### config.mk
export PLATFORM = sky130hd
export DESIGN_NAME = noc_switch_allocator_flat
export DESIGN_NICKNAME = d
export VERILOG_FILES = /design/src/rtl/noc_switch_allocator_if.sv /design/src/rtl/noc_switch_allocator.sv /design/src/flat_wrapper.sv
export SDC_FILE = /design/constraint.sdc
export NUM_CORES = 1
export LEC_CHECK = 0
export BUFFER_PORTS_ARGS = -buffer_cell sky130_fd_sc_hd__buf_2
export CORE_MARGIN = 2
export CORE_UTILIZATION = 57
export CTS_CLUSTER_SIZE = 24
export DETAILED_ROUTE_END_ITERATION = 12
export GPL_TIMING_DRIVEN = 1
export PLACE_DENSITY = 0.83
export SYNTH_ARGS = -nofsm -noshare
export SYNTH_HDL_FRONTEND = slang
export SYNTH_SLANG_ARGS = --single-unit
### constraint.sdc
create_clock -name clk -period 7.85 [get_ports clk]
set_clock_uncertainty 0.1 [all_clocks]
set_input_delay 0.785 -clock clk [delete_from_list [all_inputs] [get_ports clk]]
set_output_delay 0.785 -clock clk [all_outputs]
set_load 0.05 [all_outputs]
### src/rtl/noc_switch_allocator_if.sv
// Handshake bundle between the router input queues / downstream links and
// the switch allocator. Per-port vectors use bit order N,S,W,E,L = 0..4.
// req_preamble[i] is {head, tail}; req_dir[i] is a one-hot output select.
interface noc_switch_allocator_if #(
    parameter int CreditWidth = 3
);
    logic [4:0]                  req_valid;
    logic [4:0][4:0]             req_dir;
    logic [4:0][1:0]             req_preamble;
    logic [4:0]                  credit_in;
    logic [4:0]                  out_stop;
    logic [4:0]                  in_pop;
    logic [4:0]                  out_valid;
    logic [4:0][2:0]             out_sel;
    logic [4:0][CreditWidth-1:0] credits;

    // Router side: presents queue heads and downstream status, consumes grants.
    modport master (
        output req_valid, req_dir, req_preamble, credit_in, out_stop,
        input  in_pop, out_valid, out_sel, credits
    );

    // Allocator side.
    modport slave (
        input  req_valid, req_dir, req_preamble, credit_in, out_stop,
        output in_pop, out_valid, out_sel, credits
    );
endinterface

### src/rtl/noc_switch_allocator.sv
// Output-port allocator for a 5-port wormhole router. Each output picks one
// input head flit round-robin, locks to that input until the tail flit, and
// only transfers when downstream can accept (credits or !out_stop).
// FlowControl: 1 = credit-based, 0 = ack/nack (out_stop driven).
module noc_switch_allocator #(
    parameter bit         FlowControl    = 1'b1,
    parameter logic [4:0] Ports          = 5'b11111,
    parameter int         PortQueueDepth = 4
) (
    input logic                   clk,
    input logic                   rst,
    noc_switch_allocator_if.slave bus
);
    localparam bit kFlowControlCreditBased = 1'b1;
    localparam int CreditWidth = $clog2(PortQueueDepth + 1);
    localparam logic [CreditWidth-1:0] MaxCredits = CreditWidth'(PortQueueDepth);
    localparam logic [CreditWidth-1:0] OneCredit  = CreditWidth'(1);

    typedef enum logic {
        IDLE,
        LOCKED
    } out_state_e;

    out_state_e             state_q   [5];
    out_state_e             state_d   [5];
    logic [2:0]             owner_q   [5];
    logic [2:0]             owner_d   [5];
    logic [2:0]             rr_q      [5];
    logic [2:0]             rr_d      [5];
    logic [CreditWidth-1:0] credits_q [5];
    logic [CreditWidth-1:0] credits_d [5];

    logic [4:0]      locked_mask;
    logic [4:0]      can_send;
    logic [4:0]      cand      [5];
    logic [9:0]      cand_rot  [5];
    logic [2:0]      offset    [5];
    logic [3:0]      win_sum   [5];
    logic [2:0]      winner    [5];
    logic [4:0]      has_cand;
    logic [4:0]      pop_raw;
    logic [4:0]      valid_raw;
    logic [4:0][2:0] sel_raw;

    // Find eligible head flits per output and the round-robin winner among them.
    always_comb begin
        locked_mask = '0;
        for (int o = 0; o < 5; o++) begin
            if (state_q[o] == LOCKED) begin
                locked_mask[owner_q[o]] = 1'b1;
            end
        end
        for (int o = 0; o < 5; o++) begin
            if (FlowControl == kFlowControlCreditBased) begin
                can_send[o] = (credits_q[o] != '0);
            end else begin
                can_send[o] = !bus.out_stop[o];
            end
            cand[o] = '0;
            for (int i = 0; i < 5; i++) begin
                cand[o][i] = bus.req_valid[i] && bus.req_preamble[i][1] &&
                             bus.req_dir[i][o] && Ports[i] && Ports[o] &&
                             ((i != o) || (i == 4)) && !locked_mask[i];
            end
            cand_rot[o] = {cand[o], cand[o]} >> rr_q[o];
            has_cand[o] = 1'b0;
            offset[o]   = '0;
            for (int j = 0; j < 5; j++) begin
                if (!has_cand[o] && cand_rot[o][j]) begin
                    has_cand[o] = 1'b1;
                    offset[o]   = 3'(j);
                end
            end
            win_sum[o] = {1'b0, rr_q[o]} + {1'b0, offset[o]};
            winner[o]  = (win_sum[o] >= 4'd5) ? 3'(win_sum[o] - 4'd5) : win_sum[o][2:0];
        end
    end

    // Per-output FSM: grant/transfer decisions, lock tracking and credit accounting.
    always_comb begin
        pop_raw   = '0;
        valid_raw = '0;
        sel_raw   = '0;
        for (int o = 0; o < 5; o++) begin
            state_d[o]   = state_q[o];
            owner_d[o]   = owner_q[o];
            rr_d[o]      = rr_q[o];
            credits_d[o] = credits_q[o];
            case (state_q[o])
                IDLE: begin
                    if (can_send[o] && has_cand[o]) begin
                        valid_raw[o]       = 1'b1;
                        sel_raw[o]         = winner[o];
                        pop_raw[winner[o]] = 1'b1;
                        rr_d[o] = (winner[o] == 3'd4) ? 3'd0 : winner[o] + 3'd1;
                        if (!bus.req_preamble[winner[o]][0]) begin
                            state_d[o] = LOCKED;
                            owner_d[o] = winner[o];
                        end
                    end
                end
                LOCKED: begin
                    if (bus.req_valid[owner_q[o]] && can_send[o]) begin
                        valid_raw[o]        = 1'b1;
                        sel_raw[o]          = owner_q[o];
                        pop_raw[owner_q[o]] = 1'b1;
                        if (bus.req_preamble[owner_q[o]][0]) begin
                            state_d[o] = IDLE;
                        end
                    end
                end
                default: state_d[o] = IDLE;
            endcase
            if (FlowControl == kFlowControlCreditBased) begin
                if (valid_raw[o] && !bus.credit_in[o]) begin
                    credits_d[o] = credits_q[o] - OneCredit;
                end else if (!valid_raw[o] && bus.credit_in[o] && credits_q[o] != MaxCredits) begin
                    credits_d[o] = credits_q[o] + OneCredit;
                end
            end else begin
                credits_d[o] = MaxCredits;
            end
        end
    end

    // Drive outputs, forcing the idle pattern while reset is held.
    always_comb begin
        bus.in_pop    = rst ? '0 : pop_raw;
        bus.out_valid = rst ? '0 : valid_raw;
        bus.out_sel   = rst ? '0 : sel_raw;
        for (int o = 0; o < 5; o++) begin
            bus.credits[o] = credits_q[o];
        end
    end

    // State registers; reset abandons any packet in flight.
    always_ff @(posedge clk) begin
        for (int o = 0; o < 5; o++) begin
            if (rst) begin
                state_q[o]   <= IDLE;
                owner_q[o]   <= '0;
                rr_q[o]      <= '0;
                credits_q[o] <= MaxCredits;
            end else begin
                state_q[o]   <= state_d[o];
                owner_q[o]   <= owner_d[o];
                rr_q[o]      <= rr_d[o];
                credits_q[o] <= credits_d[o];
            end
        end
    end

    // A credit returned to an output that already holds every credit is a protocol error.
    for (genvar o = 0; o < 5; o++) begin : g_credit_check
        if (FlowControl == kFlowControlCreditBased) begin : g_on
            credit_overflow: assert property (@(posedge clk) disable iff (rst)
                !(bus.credit_in[o] && !valid_raw[o] && credits_q[o] == MaxCredits));
        end
    end
endmodule
### src/flat_wrapper.sv
// flat-port wrapper written by rule: the top's interface ports become plain ports
module noc_switch_allocator_flat 
#(
    parameter bit         FlowControl    = 1'b1,
    parameter logic [4:0] Ports          = 5'b11111,
    parameter int         PortQueueDepth = 4
)
  (clk, rst, bus_req_valid, bus_req_dir, bus_req_preamble, bus_credit_in, bus_out_stop, bus_in_pop, bus_out_valid, bus_out_sel, bus_credits);
  noc_switch_allocator_if bus_i ();
  input logic clk;
  input logic rst;
  input wire logic [$bits(bus_i.req_valid)-1:0] bus_req_valid;
  input wire logic [$bits(bus_i.req_dir)-1:0] bus_req_dir;
  input wire logic [$bits(bus_i.req_preamble)-1:0] bus_req_preamble;
  input wire logic [$bits(bus_i.credit_in)-1:0] bus_credit_in;
  input wire logic [$bits(bus_i.out_stop)-1:0] bus_out_stop;
  output wire logic [$bits(bus_i.in_pop)-1:0] bus_in_pop;
  output wire logic [$bits(bus_i.out_valid)-1:0] bus_out_valid;
  output wire logic [$bits(bus_i.out_sel)-1:0] bus_out_sel;
  output wire logic [$bits(bus_i.credits)-1:0] bus_credits;
  assign bus_i.req_valid = bus_req_valid;
  assign bus_i.req_dir = bus_req_dir;
  assign bus_i.req_preamble = bus_req_preamble;
  assign bus_i.credit_in = bus_credit_in;
  assign bus_i.out_stop = bus_out_stop;
  assign bus_in_pop = bus_i.in_pop;
  assign bus_out_valid = bus_i.out_valid;
  assign bus_out_sel = bus_i.out_sel;
  assign bus_credits = bus_i.credits;
  noc_switch_allocator #(.FlowControl(FlowControl), .Ports(Ports), .PortQueueDepth(PortQueueDepth)) u_core (.clk(clk), .rst(rst), .bus(bus_i));
endmodule
==> flow_summary.json <==
{
  "status": "finished, final reports clean",
  "ys.flop_type": "dfxtp_1",
  "grt_pass1_vias": 7189,
  "grtUsageTotal": 0.307,
  "die_h_um": 119,
  "powerDensity_mw_per_mm2": 497,
  "layout_commonest_cell": "nor2_1",
  "via_count": 8266,
  "rows": 42,
  "syn-num-nets": 1111,
  "cts.path.max_buffers": 2,
  "syn_inst": 1015,
  "r2r_slack_ns": 1.14,
  "r2r-end": "u_core.owner_q[3][2]$_SDFFE_PP0P_",
  "worstPathRequired_ns": 6.96,
  "fin_nets": 1160,
  "yosys_register_bits": 50,
  "hold_buffers": 0,
  "cp-end-kind": "output port",
  "setup.worst_path.start_class": "flip-flop",
  "dieArea_sq_mm": 0.0142,
  "synth_fa_ha_area_frac": 0.0829,
  "most-common-layout-cells": "97 x nor2_1, 86 x nand2_1, 82 x buf_2",
  "cts_buffers": 5,
  "synthMuxAreaShare": 0.0678,
  "synthesis.area_sq_mm": 0.00755,
  "dr.pass1.iters": 6,
  "drc": 0,
  "async_reset_ff_frac": 0,
  "portBuffers": 82,
  "drv_slew": 0,
  "rsz0062_at_grt": "no",
  "synth_compound_area_frac": 0.302,
  "initial_core_util": 0.577,
  "dp_hpwl_mm": 17.1,
  "root_buffer": "clkbuf_16",
  "min_from": "u_core.credits_q[4][0]$_SDFFE_PP0P_",
  "timing.final.hold_violations": 0,
  "vias_per_cell": 6.66,
  "finalSetupViolations": 0,
  "yosys.area_share.simple": 0.323,
  "grt_max_degree": 82,
  "drt_iter0_markers": 1132,
  "place_congestion": 0.994,
  "ys_warn_count": 0,
  "grt_overflow": 0,
  "postRouteAntennaNets": 0,
  "core_sq_mm": 0.0131,
  "fmax_mhz": 133,
  "clock_sinks": 50,
  "utilization": 0.626,
  "htreeDepth": 2,
  "ir_drop_mv": 0.339,
  "synth_top_family_by_area": "simple AND/OR/NAND/NOR gates",
  "clk_pin_slew_worst_paths_ns": 0.07,
  "tns_ns": 0,
  "synth_edf_count": 0,
  "period_minus_slack_ns": 7.52,
  "critical_path.max_fanout": 15,
  "synth.distinct_cells": 110,
  "fp.dieW_um": 119,
  "yosysSeqAreaShare": 0.133,
  "crit_type": "flip-flop to output port",
  "area_growth_pct": 8.48,
  "min_to": "u_core.credits_q[4][0]$_SDFFE_PP0P_",
  "holdPathStages": 1,
  "grt_pass1_wl_mm": 35.9,
  "pin_count": 92,
  "fin_crit_sh": 0.958,
  "rr_worst_depth": 21,
  "drive_gt1_frac": 0.168,
  "max_slew_margin": 0.420,
  "antenna_found_initial": 0,
  "cp.arrival_ns": 6.64,
  "hp-class": "flip-flop to flip-flop",
  "maxCapViolCount": 0,
  "syn_avg_cell_area_sq_um": 7.44,
  "worst_pin_slew_ns": 0.870,
  "reg2reg_from": "u_core.owner_q[4][2]$_SDFFE_PP0P_",
  "leakage_nw": 3.22,
  "wl_per_cell_um": 18.2,
  "synth-xor-area-share": 0.0174,
  "insertion_delay_ns": 0.30,
  "n_antenna_cell": 0,
  "wirelength_mm": 22.6,
  "tritoncts": "done"
}
## metrics by stage
step,instances,cell area (sq um),hold slack (ns),power [mW],setup slack (ns)
2_1_floorplan,1015,7550,0.404,3.08,0.912
3_3_place_gp,1232,7990,0.409,3.65,0.629
4_1_cts,1240,8160,0.428,3.99,0.177
5_1_grt,1241,8190,0.458,4.41,0.0188
3_5_place_dp,1232,7990,0.418,3.72,0.530
6_report,1241,8190,0.421,4.07,0.329
## registers in the layout (all words and copies together), names as in the netlist
name / flops
u_core.credits_q: 15
u_core.owner_q: 15
u_core.rr_q: 15
u_core.state_q: 5
## cell type report
type / instances / area (sq um)
fillers: 1182 / 4890
multi-input cells: 842 / 6010
repair buffers: 99 / 538
well taps: 176 / 220
inverters: 66 / 248
clock inverters: 2 / 37.5
clock buffers: 6 / 129
flip-flops and latches: 50 / 1010
## critical path: stages (launching register included)
cell and delay [ns]:
dfxtp_1 0.65, and4bb_1 0.31, a311oi_4 0.58, nand3_1 0.26, o22ai_1 0.34, nor2_1 0.12
nand2_1 0.08, o311ai_0 0.12, o211ai_1 0.20, o21ai_0 0.11, ha_1 0.23, inv_1 0.08
fa_1 0.48, ha_1 0.22, nand2b_1 0.15, a221o_1 0.32, a221o_1 0.42, nor2b_1 0.17
xnor2_1 0.13, buf_4 0.17, nor2_1 0.26, and3_1 0.21, a311oi_1 0.05, a41oi_1 0.36
buf_2 0.33
## worst max path at each step
| stage | start | endpoint | slack, ns | cells after the start |
|---|---|---|---|---|
| 2_1_floorplan | bus_req_valid[4] | bus_in_pop[1] | 0.91 | 22 |
| 3_3_place_gp | bus_req_valid[4] | bus_in_pop[2] | 0.63 | 23 |
| 3_5_place_dp | bus_req_valid[4] | bus_in_pop[1] | 0.53 | 23 |
| 4_1_cts | u_core.owner_q[3][1]$_SDFFE_PP0P_ | bus_in_pop[1] | 0.18 | 23 |
| 5_1_grt | u_core.owner_q[1][0]$_SDFFE_PP0P_ | bus_in_pop[3] | 0.02 | 23 |
| 6_report | u_core.owner_q[4][2]$_SDFFE_PP0P_ | bus_in_pop[3] | 0.33 | 24 |
## cells in the mapped netlist, types with 5 or more instances
cell,number,share of area
o22ai_1,14,0.012
a32oi_1,5,0.0058
fa_1,10,0.027
inv_1,61,0.030
nand2b_1,7,0.0058
and4b_1,5,0.0066
a21o_1,9,0.0089
a21oi_1,67,0.044
buf_4,5,0.0050
nor2_1,97,0.048
clkbuf_1,31,0.015
and2_1,13,0.011
or3_1,18,0.015
nand4_1,24,0.020
nand3_1,44,0.029
o21a_1,6,0.0060
a221o_1,8,0.011
xnor2_1,13,0.015
nor3_1,22,0.015
and3_1,11,0.0091
nand2_1,86,0.043
o31ai_1,6,0.0060
buf_2,11,0.0073
nand4b_1,5,0.0058
a211oi_1,21,0.021
a22oi_1,10,0.0099
a221oi_1,6,0.0070
buf_6,8,0.012
mux2i_1,38,0.050
nor4_1,9,0.0075
dfxtp_1,50,0.13
o21ai_0,58,0.038
o211ai_1,12,0.012
nand3b_1,8,0.0080
a31oi_1,16,0.013
ha_1,34,0.056
nor3b_1,5,0.0050
clkinv_1,5,0.0025
or2_2,5,0.0041
nor2b_1,16,0.013
## layer usage
| layer | global-route usage | vias up | share of wire |
|---|---|---|---|
| met1 | 0.427 | 3755 | 0.43 |
| met5 | 0 | - | 0 |
| met3 | 0.0412 | 66 | 0.094 |
| met2 | 0.477 | 492 | 0.44 |
| li1 | - | 3953 | - |
| met4 | 0.129 | 0 | 0.039 |
## cell families (layout without fill, tap and decap cells)
logic type / after synthesis / in the layout
simple gates: 424 / 424
compound gates: 312 / 312
buf+inv: 123 / 173
flops: 50 / 50
mux: 47 / 47
fa+ha+maj: 44 / 44
xor+xnor: 15 / 15
## what timing repair did
item	in CTS	in global routing
endpoints found under the setup margin	0	5
gates resized for setup	0	11
buffers inserted	0	1
## report_power, final
group | total [mW] | internal, mW | switching [mW]
Sequential | 0.588 | 0.354 | 0.234
Combinational | 3.23 | 1.17 | 2.06
Clock | 0.256 | 0.151 | 0.105
Total | 4.07 | 1.68 | 2.40
Note: power is estimated with default switching activity, not from simulation.
